### src/rtl/cpu_pkg.sv
// Shared CPU types: branch kinds, ARMv8 condition codes, the NZCV flag
// record, the flag/branch FSM states and the condition evaluator.
package cpu_pkg;

  typedef enum logic [1:0] {
    BR_NONE   = 2'd0,
    BR_UNCOND = 2'd1,
    BR_CBZ    = 2'd2,
    BR_BCOND  = 2'd3
  } br_type_e;

  localparam logic [3:0] COND_EQ = 4'h0;
  localparam logic [3:0] COND_NE = 4'h1;
  localparam logic [3:0] COND_HS = 4'h2;
  localparam logic [3:0] COND_LO = 4'h3;
  localparam logic [3:0] COND_MI = 4'h4;
  localparam logic [3:0] COND_PL = 4'h5;
  localparam logic [3:0] COND_VS = 4'h6;
  localparam logic [3:0] COND_VC = 4'h7;
  localparam logic [3:0] COND_HI = 4'h8;
  localparam logic [3:0] COND_LS = 4'h9;
  localparam logic [3:0] COND_GE = 4'hA;
  localparam logic [3:0] COND_LT = 4'hB;
  localparam logic [3:0] COND_GT = 4'hC;
  localparam logic [3:0] COND_LE = 4'hD;
  localparam logic [3:0] COND_AL = 4'hE;
  localparam logic [3:0] COND_NV = 4'hF;

  typedef struct packed {
    logic n;
    logic z;
    logic c;
    logic v;
  } nzcv_t;

  typedef enum logic {
    FB_IDLE     = 1'b0,
    FB_REDIRECT = 1'b1
  } fb_state_e;

  // ARMv8 condition evaluation; AL and NV both always hold.
  function automatic logic cond_holds(input nzcv_t f, input logic [3:0] cond);
    logic r;
    case (cond)
      COND_EQ: r = f.z;
      COND_NE: r = ~f.z;
      COND_HS: r = f.c;
      COND_LO: r = ~f.c;
      COND_MI: r = f.n;
      COND_PL: r = ~f.n;
      COND_VS: r = f.v;
      COND_VC: r = ~f.v;
      COND_HI: r = f.c & ~f.z;
      COND_LS: r = ~f.c | f.z;
      COND_GE: r = (f.n == f.v);
      COND_LT: r = (f.n != f.v);
      COND_GT: r = ~f.z & (f.n == f.v);
      COND_LE: r = f.z | (f.n != f.v);
      default: r = 1'b1;
    endcase
    return r;
  endfunction

endpackage

### src/rtl/zero_detect.sv
// Balanced zero detector: log2(WIDTH) levels of 2-input ORs, then an inverter.
// Nodes are stored heap-style: node[i] = node[2i+1] | node[2i+2], leaves at
// WIDTH-1 .. 2*WIDTH-2. WIDTH must be a power of two so every leaf sits at
// the same depth.
module zero_detect #(
  parameter int WIDTH = 64
) (
  input  logic [WIDTH-1:0] in_data,
  output logic             is_zero
);

  logic node [0:2*WIDTH-2];

  // Leaves of the OR tree
  for (genvar i = 0; i < WIDTH; i++) begin : g_leaf
    assign node[WIDTH-1+i] = in_data[i];
  end

  // Internal OR nodes
  for (genvar i = 0; i < WIDTH-1; i++) begin : g_node
    assign node[i] = node[2*i+1] | node[2*i+2];
  end

  assign is_zero = ~node[0];

endmodule

### src/rtl/flag_branch_unit.sv
// EX-stage flag and branch unit: derives NZCV from the ALU result, holds the
// architectural flag register, resolves B / CBZ / B.cond and turns a taken
// branch into a registered one-cycle redirect/flush pulse.
module flag_branch_unit
  import cpu_pkg::*;
#(
  parameter int WIDTH    = 64,
  parameter bit FLAG_FWD = 1'b1
) (
  input  logic             clk,
  input  logic             reset,
  input  logic             ex_valid,
  input  logic             ex_set_flags,
  input  logic [WIDTH-1:0] alu_result,
  input  logic             alu_carry,
  input  logic             alu_overflow,
  input  logic [1:0]       br_type,
  input  logic [3:0]       br_cond,
  input  logic [WIDTH-1:0] cbz_operand,
  output logic [3:0]       nzcv,
  output logic             redirect,
  output logic             flush,
  output logic             busy
);

  logic      alu_zero;
  logic      cbz_zero;
  nzcv_t     live_flags;
  nzcv_t     eff_flags;
  nzcv_t     nzcv_d, nzcv_q;
  fb_state_e state_d, state_q;
  br_type_e  br;
  logic      take;

  zero_detect #(.WIDTH(WIDTH)) u_alu_zero (
    .in_data (alu_result),
    .is_zero (alu_zero)
  );

  zero_detect #(.WIDTH(WIDTH)) u_cbz_zero (
    .in_data (cbz_operand),
    .is_zero (cbz_zero)
  );

  assign br = br_type_e'(br_type);

  // Flags produced by the instruction now in EX, and the set B.cond looks at
  always_comb begin
    live_flags = '{n: alu_result[WIDTH-1], z: alu_zero, c: alu_carry, v: alu_overflow};
    eff_flags  = (FLAG_FWD && ex_set_flags) ? live_flags : nzcv_q;
  end

  // Branch resolution; shadow and invalid instructions never take
  always_comb begin
    // NOTE: every combinational output gets a default first so no path leaves it unassigned (no latch).
    take = 1'b0;
    if (ex_valid && (state_q == FB_IDLE)) begin
      case (br)
        BR_UNCOND: take = 1'b1;
        BR_CBZ:    take = cbz_zero;
        BR_BCOND:  take = cond_holds(eff_flags, br_cond);
        default:   take = 1'b0;
      endcase
    end
  end

  // Next NZCV: written only by a live flag-setting op outside the shadow
  always_comb begin
    nzcv_d = nzcv_q;
    if (ex_valid && ex_set_flags && (state_q == FB_IDLE)) begin
      nzcv_d = live_flags;
    end
  end

  // Next FSM state: REDIRECT lasts exactly one cycle
  always_comb begin
    state_d = state_q;
    case (state_q)
      FB_IDLE:     if (take) state_d = FB_REDIRECT;
      FB_REDIRECT: state_d = FB_IDLE;
      default:     state_d = FB_IDLE;
    endcase
  end

  // State and flag registers; reset drops any pending redirect
  always_ff @(posedge clk or posedge reset) begin
    // NOTE: sequential state uses non-blocking assignments so all flops sample pre-edge values.
    if (reset) begin
      state_q <= FB_IDLE;
      nzcv_q  <= '0;
    end else begin
      state_q <= state_d;
      nzcv_q  <= nzcv_d;
    end
  end

  assign nzcv     = nzcv_q;
  assign redirect = (state_q == FB_REDIRECT);
  assign flush    = (state_q == FB_REDIRECT);
  assign busy     = (state_q == FB_REDIRECT);

endmodule

### config.mk
export PLATFORM = sky130hd
export DESIGN_NAME = flag_branch_unit
export DESIGN_NICKNAME = d
export VERILOG_FILES = /design/src/rtl/cpu_pkg.sv /design/src/rtl/zero_detect.sv /design/src/rtl/flag_branch_unit.sv
export SDC_FILE = /design/constraint.sdc
export NUM_CORES = 1
export LEC_CHECK = 0
export ABC_AREA = 1
export BUFFER_PORTS_ARGS = -buffer_cell sky130_fd_sc_hd__buf_2
export CAP_MARGIN = 20
export CORE_UTILIZATION = 28
export CTS_BUF_LIST = sky130_fd_sc_hd__clkbuf_16
export DETAILED_ROUTE_END_ITERATION = 7
export PLACE_DENSITY = 0.92
export SYNTH_ARGS = -nofsm -noshare
export SYNTH_HDL_FRONTEND = slang
export SYNTH_SLANG_ARGS = --single-unit
### constraint.sdc
create_clock -name clk -period 1.4 [get_ports clk]
set_input_delay 0.07 -clock clk [delete_from_list [all_inputs] [get_ports clk]]
set_output_delay 0.07 -clock clk [all_outputs]
set_load 0.005 [all_outputs]
# Yosys cells after proc, flatten, opt, wreduce, memory -nomap -nowiden
# Index checks and enable logic that the tools add are counted.
# totals
out_inout_bits	7
inputBits	140
reg_bits	5
wordCells	170
# classes
reduce_logical	4
eq_ne	18
bitwise	137
n_mux	6
# op_table
operator	n
$or A1 B1 Y1	128
$eq A4 B4 Y1 const B	6
$eq A4 B3 Y1 const B	4
$pmux W1 S14	1
$eq A4 B2 Y1 const B	2
$not A1 Y1	7
$eq A2 B2 Y1 const B	2
$eq A4 B1 Y1 const B	1
$logic_not A4 Y1	1
$mux W4	1
$logic_and A1 B1 Y1	3
$pmux W1 S3	1
$and A1 B1 Y1	2
$eq A2 B1 Y1 const B	1
$mux W1	2
$pmux W1 S2	1
$eq A1 B1 Y1	1
$ne A1 B1 Y1	1

# Logic depth before layout (Yosys ltp)
# Gate-level depths: netlist (run 1).
# logic_depth
depth_word	15
depth_mapped	13
ltp_nobuf	13

# Modules after synthesis
# A second synthesis (run 1) with hierarchy kept.
# unflattened
hier_cells	238
hier_area_um2	1187.4
# modules_own_cells
mod	seq_area_each_um2	instances	cells_each	area_per_inst_um2
zero_detect	0.0	2	75	307.8
flag_branch_unit	125.1	1	88	571.8

# Worst setup path after synthesis (run 1)
# Ideal clock, no wire load.
# synth_timing
path_type	flip-flop to flip-flop
start	register nzcv_q (netlist bit nzcv[0])
end	register state_q (netlist: busy)
arrival_ps	1131
setup_time_ps	115
path_slack_ps	153
period_less_slack_ps	1247
path_stages_with_launch	11
required_ps	1285
path_cell_list	dfrtp_1 > nand2_1 > nand2_1 > inv_1 > nand2_1 > o21ai_1 > or2_0 > a21oi_1 > nand3_1 > nor2_1 > nor2_1
# synth_between
elab_chain_len	8
elab_cells_between_ends	11
# synth_rtl
item	line	text
start, declared	flag_branch_unit.sv:30	nzcv_t nzcv_d, nzcv_q;
start signal, assigned	flag_branch_unit.sv:93	nzcv_q <= nzcv_d;
$mux W4 *	flag_branch_unit.sv:50	eff_flags = (FLAG_FWD && ex_set_flags) ? live_flags : nzcv_q;
$ne A1 B1 Y1 or $eq A1 B1 Y1 (tied branches)	--	
$or A1 B1 Y1 or $and A1 B1 Y1 (tied branches)	cpu_pkg.sv:58, cpu_pkg.sv:57	
$pmux W1 S14 *	cpu_pkg.sv:44	case (cond)
$pmux W1 S3 *	flag_branch_unit.sv:58	case (br)
$mux W1 *	flag_branch_unit.sv:57	if (ex_valid && (state_q == FB_IDLE)) begin
$mux W1 *	flag_branch_unit.sv:79	FB_IDLE: if (take) state_d = FB_REDIRECT;
$pmux W1 S2 *	flag_branch_unit.sv:78	case (state_q)
via state_d	flag_branch_unit.sv:31	fb_state_e state_d, state_q;
end signal, assigned	flag_branch_unit.sv:92	state_q <= state_d;
end, declared	flag_branch_unit.sv:31	
# The timed path passes the listed nets; every way through them passes the cells marked *.
# A chain may end at the register's enable or synchronous reset.

# Final worst setup path (run 1)
# layout_timing
start	register nzcv_q (netlist bit nzcv[3])
end	register state_q (netlist: busy)
# The elaborated chain is that of the path after synthesis.

==> metrics.txt, run 1 <==
# TYPE chip_impl_metric gauge
chip_impl_metric{name="mappedNetlistArea",unit="µm²"} 881
chip_impl_metric{name="stdcell_count",unit=""} 374
chip_impl_metric{name="antenna_found_initial",unit=""} 0
chip_impl_metric{name="ys_ff_latch",unit=""} 5
chip_impl_metric{name="netlist_instances",unit=""} 180
chip_impl_metric{name="yosysUniqueCellTypes",unit=""} 16
chip_impl_metric{name="worst_skew_pair.late_latency",unit="ns"} 0.23
chip_impl_metric{name="place_congestion",unit=""} 1.05
chip_impl_metric{name="worstMarginPinSlew",unit="ns"} 0.312
chip_impl_info{name="crit_path_top_delay_cell",value="sky130_fd_sc_hd__dfrtp_1"} 1
chip_impl_info{name="cts_tree",value="done"} 1
chip_impl_metric{name="num_rows",unit=""} 19
chip_impl_metric{name="final_layout_size_suffix_gt1_share",unit="%"} 49.1
chip_impl_metric{name="finalClockSkew",unit="ns"} 0.000600
chip_impl_metric{name="dp_hpwl",unit="mm"} 3.27
chip_impl_metric{name="final_period_minus_worst_setup_slack",unit="ns"} 1.41
chip_impl_metric{name="drt-pass1-iter-count",unit=""} 5
chip_impl_metric{name="path_max_fanout",unit=""} 3
chip_impl_info{name="synth_top_area_cell",value="sky130_fd_sc_hd__nor2_1"} 1
chip_impl_info{name="timing.hold.worst.start",value="alu_overflow"} 1
chip_impl_metric{name="totalWireLength",unit="mm"} 3.90
chip_impl_info{name="run_status",value="finished with violations"} 1
chip_impl_metric{name="final_critical_path_setup_slack",unit="ns"} -0.0128
chip_impl_metric{name="maxSlewHeadroom",unit="%"} 79.0
chip_impl_metric{name="number_of_fill_cells",unit=""} 282
chip_impl_metric{name="static-leakage-power",unit="nW"} 1.02
chip_impl_metric{name="drt_first_iter_violations",unit=""} 39
chip_impl_metric{name="grt_max_degree",unit=""} 8
chip_impl_metric{name="ys_seq_area_share",unit="%"} 14.2
chip_impl_metric{name="irDropWorstVdd",unit="µV"} 315
chip_impl_metric{name="largest_stage_delay_worst_path",unit="ns"} 0.37
chip_impl_info{name="cts_root_buf",value="sky130_fd_sc_hd__clkbuf_16"} 1
chip_impl_info{name="worstPathCellList",value="nand2_1 > nand2_2 > inv_1 > nand2_2 > nand2_2 > nand2_1 > nand4_1 > a21oi_2 > nand3_1 > nor2_1 > nor2_1"} 1
chip_impl_info{name="failed_checks",value="negative setup slack"} 1
chip_impl_info{name="worstReg2RegStart",value="nzcv[3]"} 1
chip_impl_metric{name="power-per-cell-area",unit="mW/mm²"} 594
chip_impl_metric{name="fmax",unit="GHz"} 0.708
chip_impl_info{name="rsz_0062_raised_after_global_routing",value="true"} 1
chip_impl_metric{name="finalSetupViolations",unit=""} 1
chip_impl_metric{name="cts_htree_levels",unit=""} 1
chip_impl_info{name="timing_worst_setup_path_type",value="reg2reg"} 1
chip_impl_metric{name="post-synth-top-area-fraction",unit="%"} 25.6
chip_impl_metric{name="ctsLongestPathBuffers",unit=""} 2
chip_impl_metric{name="worst_ep_required",unit="ns"} 1.52
chip_impl_metric{name="setup_total_negative_slack",unit="ns"} -0.0128
chip_impl_metric{name="grt_pass1_wl",unit="mm"} 5.58
chip_impl_info{name="synth.top_cells.by_area",value="sky130_fd_sc_hd__nor2_1 (26%), sky130_fd_sc_hd__nand2_1 (22%), sky130_fd_sc_hd__dfrtp_1 (14%)"} 1
chip_impl_metric{name="vias",unit=""} 1747
chip_impl_metric{name="die_w",unit="µm"} 58.1
chip_impl_metric{name="floorplan.die_area",unit="mm²"} 0.00337
chip_impl_metric{name="wl_per_cell",unit="µm"} 10.4
chip_impl_metric{name="postSynthNetCount",unit=""} 320
chip_impl_metric{name="hold_violations",unit=""} 0
chip_impl_metric{name="fp.coreArea",unit="mm²"} 0.00288
chip_impl_metric{name="clock_pin_slew_on_the_worst_setup_and_hold_paths",unit="ns"} 0.03
chip_impl_metric{name="grt_use_total",unit="%"} 21.6
chip_impl_metric{name="final_nets",unit=""} 473
chip_impl_metric{name="die_height",unit="µm"} 58.1
chip_impl_metric{name="ant_nets",unit=""} 0
chip_impl_info{name="min_path_type",value="in2reg"} 1
chip_impl_metric{name="numPlacedInstances",unit=""} 366
chip_impl_metric{name="max_cap_viol_count",unit=""} 0
chip_impl_metric{name="cts.sinks",unit=""} 5
chip_impl_metric{name="pin_count",unit=""} 147
chip_impl_metric{name="avgSynthCellArea",unit="µm²"} 4.89
chip_impl_metric{name="grt-ovfl-total",unit=""} 0
chip_impl_metric{name="drc_errors",unit=""} 0
chip_impl_metric{name="number_of_port_buffers",unit=""} 146
chip_impl_metric{name="initial_utilization",unit="%"} 30.6
chip_impl_metric{name="layout_stage_area_growth_over_the_synthesis_result",unit="%"} 102
chip_impl_info{name="critical_path.most_common_cell",value="sky130_fd_sc_hd__nand2_2"} 1
chip_impl_metric{name="grt_pass1_vias",unit=""} 1533
chip_impl_metric{name="fin_crit_sh",unit="%"} 101
chip_impl_metric{name="numCtsBuffers",unit=""} 3
chip_impl_metric{name="route.detailed.vias_per_inst",unit=""} 4.67
chip_impl_info{name="cp-end-kind",value="flip-flop"} 1
chip_impl_info{name="startpoint",value="nzcv[3]"} 1
chip_impl_metric{name="diodes",unit=""} 0
chip_impl_info{name="worstSetupStartpointType",value="flip-flop"} 1
chip_impl_metric{name="synth_warnings",unit=""} 0
chip_impl_metric{name="worst-endpoint-arrival",unit="ns"} 1.53
chip_impl_metric{name="maxSlewViolCount",unit=""} 0
[metal layers]
metal	vias to the layer above	routed length, µm	GRT usage, %
met5	-	0	0
met4	0	80	11.2
met3	9	382	4.24
met2	114	2240	47.0
met1	736	1200	17.1
li1	888	-	-
[where the power goes]
part           switching, mW  internal, mW  total [mW]
Combinational          0.181         0.229       0.410
Sequential            0.0112         0.162       0.173
Clock                  0.103         0.371       0.474
Total                  0.296         0.761        1.06
[path summary, 6_finish.rpt]
path / end / slack, ns / cells after the start
setup / recovery: busy / -0.01 / 11
setup reg to reg: busy / -0.01 / 11
hold / removal: nzcv[0] / 0.11 / 3
hold reg to reg: nzcv[2] / 0.52 / 2
min in group asynchronous: nzcv[1] / 0.29 / 3
max in group asynchronous: busy / 0.94 / 3
[cell type report]
type / instances / area, µm² / area share [%]
clock inverters: 1 / 3.75 / 0.211
repair buffers: 150 / 763 / 42.9
inverters: 16 / 60.1 / 3.37
flip-flops and latches: 5 / 125 / 7.03
clock buffers: 3 / 75.1 / 4.22
multi-input cells: 157 / 701 / 39.4
well taps: 42 / 52.6 / 2.95
[critical path: cells and delay by family, from the launching register on]
kind,cells,cell delay [ns]
buf+inv,1,0.07
simple gates,9,0.75
flops,1,0.37
compound gates,1,0.12
[layout by cell type (no fill, tap or decap), types with 2 or more instances in the layout]
cell type                   count
sky130_fd_sc_hd__buf_2        146
sky130_fd_sc_hd__nor2_1        60
sky130_fd_sc_hd__nand2_1       47
sky130_fd_sc_hd__inv_1         16
sky130_fd_sc_hd__nor4_1        13
sky130_fd_sc_hd__nand3_1        8
sky130_fd_sc_hd__nand4_1        5
sky130_fd_sc_hd__nand2_2        5
sky130_fd_sc_hd__dfrtp_1        5
sky130_fd_sc_hd__o21ai_0        4
sky130_fd_sc_hd__nor3_1         4
sky130_fd_sc_hd__clkbuf_16      3
sky130_fd_sc_hd__buf_4          3
sky130_fd_sc_hd__a21oi_1        2
sky130_fd_sc_hd__or2_2          2
sky130_fd_sc_hd__o21ai_1        2
[per-stage QoR]
stage / hold slack, ns / utilization (%) / cell area, µm² / setup slack [ns] / power (mW)
after detailed placement: -0.0183 / 57.3 / 1650 / 0.0693 / 0.542
final: 0.112 / 61.9 / 1780 / -0.0128 / 1.06
after global placement: -0.0221 / 57.3 / 1650 / 0.0960 / 0.531
after CTS: 0.107 / 60.4 / 1740 / 0.0476 / 1.02
after floorplan: -0.151 / - / 881 / 0.153 / 0.307
after global routing: 0.124 / 61.9 / 1780 / -0.132 / 1.12
[kinds of logic after synthesis]
| family | Yosys count | share of synthesized area (%) |
|---|---|---|
| buffers and inverters | 18 | 8.52 |
| flip-flops | 5 | 14.2 |
| AO/OA/AOI/OAI | 10 | 5.68 |
| multiplexers | 1 | 1.28 |
| AND/OR/NAND/NOR | 146 | 70.3 |
[sequential cells by signal (all words and copies together) (netlist names)]
register and count:
busy 1, nzcv 4
[Yosys cell counts, drive strengths merged]
master	n
nand3b	1
nand4	5
nor2	60
inv	16
or2	3
nor4	13
buf	2
nand3	8
nand2	52
a21oi	3
nor3	4
mux2	1
o21ai	7
dfrtp	5
[what timing repair did]
action	in CTS	in global routing
endpoints found under the hold margin	5	0
hold buffers	1	0
setup endpoints to repair	0	1
setup buffers	0	3
gates resized for setup	0	9
(Power assumes the default switching activity.)
==> run 2, diff against run 1 <==
CORE_UTILIZATION = 33   (was 28)
CTS_BUF_LIST = unset   (was sky130_fd_sc_hd__clkbuf_16)
PLACE_DENSITY = 0.8   (was 0.92)
SYNTH_HIERARCHICAL = 1   (was unset)
==> metrics.txt, run 2 <==
# TYPE chip_impl_metric gauge
chip_impl_info{name="run_status",value="completed"} 1
chip_impl_metric{name="die_height",unit="µm"} 62.0
chip_impl_info{name="min_to",value="busy"} 1
chip_impl_metric{name="multiInputGateArea",unit="µm²"} 831
chip_impl_metric{name="worstMarginPinSlew",unit="ns"} 0.225
chip_impl_info{name="crit_path_top_delay_cell",value="sky130_fd_sc_hd__dfrtp_1"} 1
chip_impl_metric{name="synth-async-reset-ratio",unit="%"} 100
chip_impl_info{name="min_path_type",value="in2reg"} 1
chip_impl_metric{name="design_power_total",unit="mW"} 0.779
chip_impl_info{name="final_cell_mix",value="sky130_fd_sc_hd__buf_2 (146), sky130_fd_sc_hd__nor2_1 (62), sky130_fd_sc_hd__nand2_1 (56)"} 1
chip_impl_metric{name="final_nets",unit=""} 528
chip_impl_metric{name="die_w",unit="µm"} 62.0
chip_impl_metric{name="post-synth-top-area-fraction",unit="%"} 20.2
chip_impl_info{name="timing.hold.worst.start",value="ex_valid"} 1
chip_impl_metric{name="static-leakage-power",unit="nW"} 1.31
chip_impl_metric{name="cellInternalPower",unit="mW"} 0.509
chip_impl_metric{name="pin_count",unit=""} 147
chip_impl_metric{name="synth_enable_flop_cells",unit=""} 0
chip_impl_metric{name="ys_seq_area_share",unit="%"} 10.5
chip_impl_metric{name="yosysUniqueCellTypes",unit=""} 26
chip_impl_metric{name="antenna_found_initial",unit=""} 0
chip_impl_metric{name="globalRouteMet1Util",unit="%"} 14.8
chip_impl_info{name="synthMostInstantiatedCell",value="sky130_fd_sc_hd__nor2_1"} 1
chip_impl_metric{name="ctsLongestPathBuffers",unit=""} 2
chip_impl_info{name="most_frequent_standard_cell_in_the_layout_excluding_fill_and_tap_cells",value="sky130_fd_sc_hd__buf_2"} 1
chip_impl_metric{name="fp.coreArea",unit="mm²"} 0.00339
chip_impl_info{name="grt_busiest_layer",value="met2"} 1
chip_impl_metric{name="wl_per_cell",unit="µm"} 8.15
chip_impl_metric{name="final_period_minus_worst_setup_slack",unit="ns"} 1.22
chip_impl_metric{name="share_clk_of_total_power",unit="%"} 20.7
chip_impl_info{name="cts_tree",value="done"} 1
chip_impl_info{name="critical_path.most_common_cell",value="sky130_fd_sc_hd__nand2_1"} 1
chip_impl_metric{name="netlist_instances",unit=""} 238
chip_impl_metric{name="pwr-share-seq",unit="%"} 23.1
chip_impl_metric{name="worst-endpoint-arrival",unit="ns"} 1.34
chip_impl_metric{name="postSynthNetCount",unit=""} 378
chip_impl_metric{name="netSwitchingPower",unit="mW"} 0.270
chip_impl_metric{name="grt_pass1_wl",unit="mm"} 5.13
chip_impl_metric{name="place_congestion",unit=""} 0.825
chip_impl_metric{name="gr-usage-met3",unit="%"} 2.07
chip_impl_metric{name="drt-pass1-iter-count",unit=""} 4
chip_impl_metric{name="fin_crit_sh",unit="%"} 86.9
chip_impl_metric{name="clock_pin_slew_on_the_worst_setup_and_hold_paths",unit="ns"} 0.04
chip_impl_metric{name="synth_warnings",unit=""} 6
chip_impl_metric{name="numCtsBuffers",unit=""} 3
chip_impl_metric{name="power-per-cell-area",unit="mW/mm²"} 388
chip_impl_metric{name="worst_ep_required",unit="ns"} 1.52
chip_impl_info{name="cts_root_buf",value="sky130_fd_sc_hd__clkbuf_4"} 1
chip_impl_metric{name="hold_violations",unit=""} 0
chip_impl_info{name="synth.top_cells.by_area",value="sky130_fd_sc_hd__nor2_1 (20%), sky130_fd_sc_hd__nand2_1 (18%), sky130_fd_sc_hd__inv_1 (16%)"} 1
chip_impl_metric{name="ant_nets",unit=""} 0
chip_impl_metric{name="ff2ff_path_depth",unit=""} 10
chip_impl_metric{name="post_cts_buffers",unit=""} 0
chip_impl_metric{name="drt_first_iter_violations",unit=""} 36
chip_impl_metric{name="grt_use_total",unit="%"} 17.6
chip_impl_metric{name="totalWireLength",unit="mm"} 3.53
chip_impl_metric{name="diodes",unit=""} 0
chip_impl_metric{name="finalClockSkew",unit="ns"} 0.00340
chip_impl_metric{name="largest_stage_delay_worst_path",unit="ns"} 0.40
chip_impl_metric{name="maxSlewHeadroom",unit="%"} 84.9
chip_impl_info{name="worst_r2r_endpoint",value="busy"} 1
chip_impl_metric{name="worst_skew_pair.late_latency",unit="ns"} 0.24
chip_impl_metric{name="cts.sinks",unit=""} 5
chip_impl_metric{name="max_cap_viol_count",unit=""} 0
chip_impl_metric{name="setup_total_negative_slack",unit="ns"} 0
chip_impl_metric{name="number_of_fill_cells",unit=""} 370
chip_impl_metric{name="setup.reg_to_reg.worst_slack",unit="ns"} 0.18
chip_impl_metric{name="grt-ovfl-total",unit=""} 0
chip_impl_info{name="top_post_synthesis_cells_by_count",value="sky130_fd_sc_hd__nor2_1 (64), sky130_fd_sc_hd__nand2_1 (57), sky130_fd_sc_hd__inv_1 (52), sky130_fd_sc_hd__nand3_1 (11), sky130_fd_sc_hd__nand4_1 (8)"} 1
chip_impl_info{name="worstSetupStartpointType",value="flip-flop"} 1
chip_impl_metric{name="floorplan.die_area",unit="mm²"} 0.00384
chip_impl_metric{name="finalSetupViolations",unit=""} 0
chip_impl_metric{name="num_rows",unit=""} 21
chip_impl_metric{name="hold_depth",unit=""} 3
chip_impl_info{name="worstReg2RegStart",value="nzcv[3]"} 1
chip_impl_metric{name="seq_area",unit="µm²"} 125
chip_impl_metric{name="irDropWorstVdd",unit="µV"} 283
chip_impl_metric{name="drc_errors",unit=""} 0
chip_impl_info{name="worstPathCellList",value="nand2_1 > nand2_2 > nand2_1 > nand3_2 > nand2_1 > nand2_1 > nand3_1 > nand2_1 > nor2_1 > nor2_1"} 1
chip_impl_metric{name="number_of_port_buffers",unit=""} 146
chip_impl_metric{name="maxSlewViolCount",unit=""} 0
chip_impl_metric{name="initial_utilization",unit="%"} 35.0
chip_impl_metric{name="vias",unit=""} 1853
chip_impl_metric{name="cts_htree_levels",unit=""} 1
chip_impl_metric{name="comb_power_share",unit="%"} 56.2
chip_impl_metric{name="mappedNetlistArea",unit="mm²"} 0.00119
chip_impl_info{name="cp-end-kind",value="flip-flop"} 1
chip_impl_info{name="timing_worst_setup_path_type",value="reg2reg"} 1
chip_impl_metric{name="grt_max_degree",unit=""} 9
chip_impl_info{name="synth_top_area_cell",value="sky130_fd_sc_hd__nor2_1"} 1
chip_impl_metric{name="power.switching_fraction",unit="%"} 34.6
chip_impl_metric{name="avgSynthCellArea",unit="µm²"} 4.99
chip_impl_info{name="rsz_0062_raised_after_global_routing",value="false"} 1
chip_impl_metric{name="route.detailed.vias_per_inst",unit=""} 4.28
chip_impl_metric{name="grt_pass1_vias",unit=""} 1551
chip_impl_metric{name="path_max_fanout",unit=""} 4
chip_impl_metric{name="ys_ff_latch",unit=""} 5
chip_impl_metric{name="layout_stage_area_growth_over_the_synthesis_result",unit="%"} 68.9
chip_impl_info{name="ys_dominant_reg_cell",value="sky130_fd_sc_hd__dfrtp_1"} 1
chip_impl_metric{name="largest_reg_flops",unit=""} 4
chip_impl_metric{name="dp_hpwl",unit="mm"} 3.21
chip_impl_metric{name="fmax",unit="GHz"} 0.822
chip_impl_metric{name="globalRouteMet2Util",unit="%"} 38.1
chip_impl_metric{name="final_layout_size_suffix_gt1_share",unit="%"} 46.0
-- run 2: changes by cell type after synthesis, moves of 3 or more --
cell,delta
sky130_fd_sc_hd__and2_1,+6
sky130_fd_sc_hd__inv_1,+36
sky130_fd_sc_hd__inv_2,+3
sky130_fd_sc_hd__nand2_1,+5
sky130_fd_sc_hd__nand2_2,+6
sky130_fd_sc_hd__nand2_4,+3
sky130_fd_sc_hd__nand3_1,+3
sky130_fd_sc_hd__nand4_1,+3
sky130_fd_sc_hd__nor2_1,+4
sky130_fd_sc_hd__nor4_1,-13
sky130_fd_sc_hd__o21ai_0,-3
-- run 2: cell type report --
cell class / instances / area share (%)
Sequential cell: 5 / 6.24
Multi-Input combinational cell: 174 / 41.4
Clock buffer: 4 / 1.31
Timing Repair Buffer: 148 / 37.3
Tap cell: 46 / 2.87
Inverter: 56 / 10.9
-- run 2: metal layers --
metal / vias up / wire length [µm]
met5: - / 0
met4: 0 / 21
met3: 2 / 373
met2: 106 / 1890
met1: 743 / 1250
li1: 1002 / -
-- run 2: power by group through the flow --
stage,logic (mW),clock network (mW),registers [mW]
after floorplan,0.199,0,0.181
after global placement,0.424,0,0.182
after detailed placement,0.435,0,0.182
after CTS,0.439,0.170,0.180
after global routing,0.509,0.178,0.182
final,0.438,0.161,0.180
-- run 2: cells by family after synthesis --
family	Yosys count	share of synthesized area, %
compound gates	5	2.63
buf+inv	59	20.5
flops	5	10.5
mux	2	1.90
simple gates	167	64.4
-- run 2: per-stage QoR --
stage / utilization, % / area [µm²] / std cells / setup slack [ns] / hold slack [ns]
2_1_floorplan: - / 1190 / 238 / 0.208 / -0.151
3_3_place_gp: 57.7 / 1960 / 428 / -0.0348 / -0.0226
3_5_place_dp: 57.7 / 1960 / 428 / -0.0946 / -0.0235
4_1_cts: 58.8 / 1990 / 433 / 0.150 / 0.0857
5_1_grt: 59.2 / 2010 / 433 / 0.0106 / 0.0956
6_report: 59.2 / 2010 / 433 / 0.183 / 0.0923
-- run 2: worst max path at each step --
stage	start	to	slack (ns)	cells after the start
floorplan	alu_result[23]	busy	0.21	15
global placement	alu_result[20]	busy	-0.03	14
detailed placement	alu_result[23]	busy	-0.09	16
CTS	nzcv[0]	busy	0.15	11
global route	alu_result[37]	busy	0.01	17
finish	nzcv[3]	busy	0.18	10
-- run 2: what timing repair did --
item	4_1_cts	5_1_grt
hold buffers	1	0
hold endpoints to repair	5	0
resized for setup	0	4
setup endpoints to repair	0	1
-- run 2: worst max-delay path: cells and delay by family, from the launching register on --
kind	cells	cell delay, ns
and+or+nand+nor	10	0.71
DFF	1	0.40
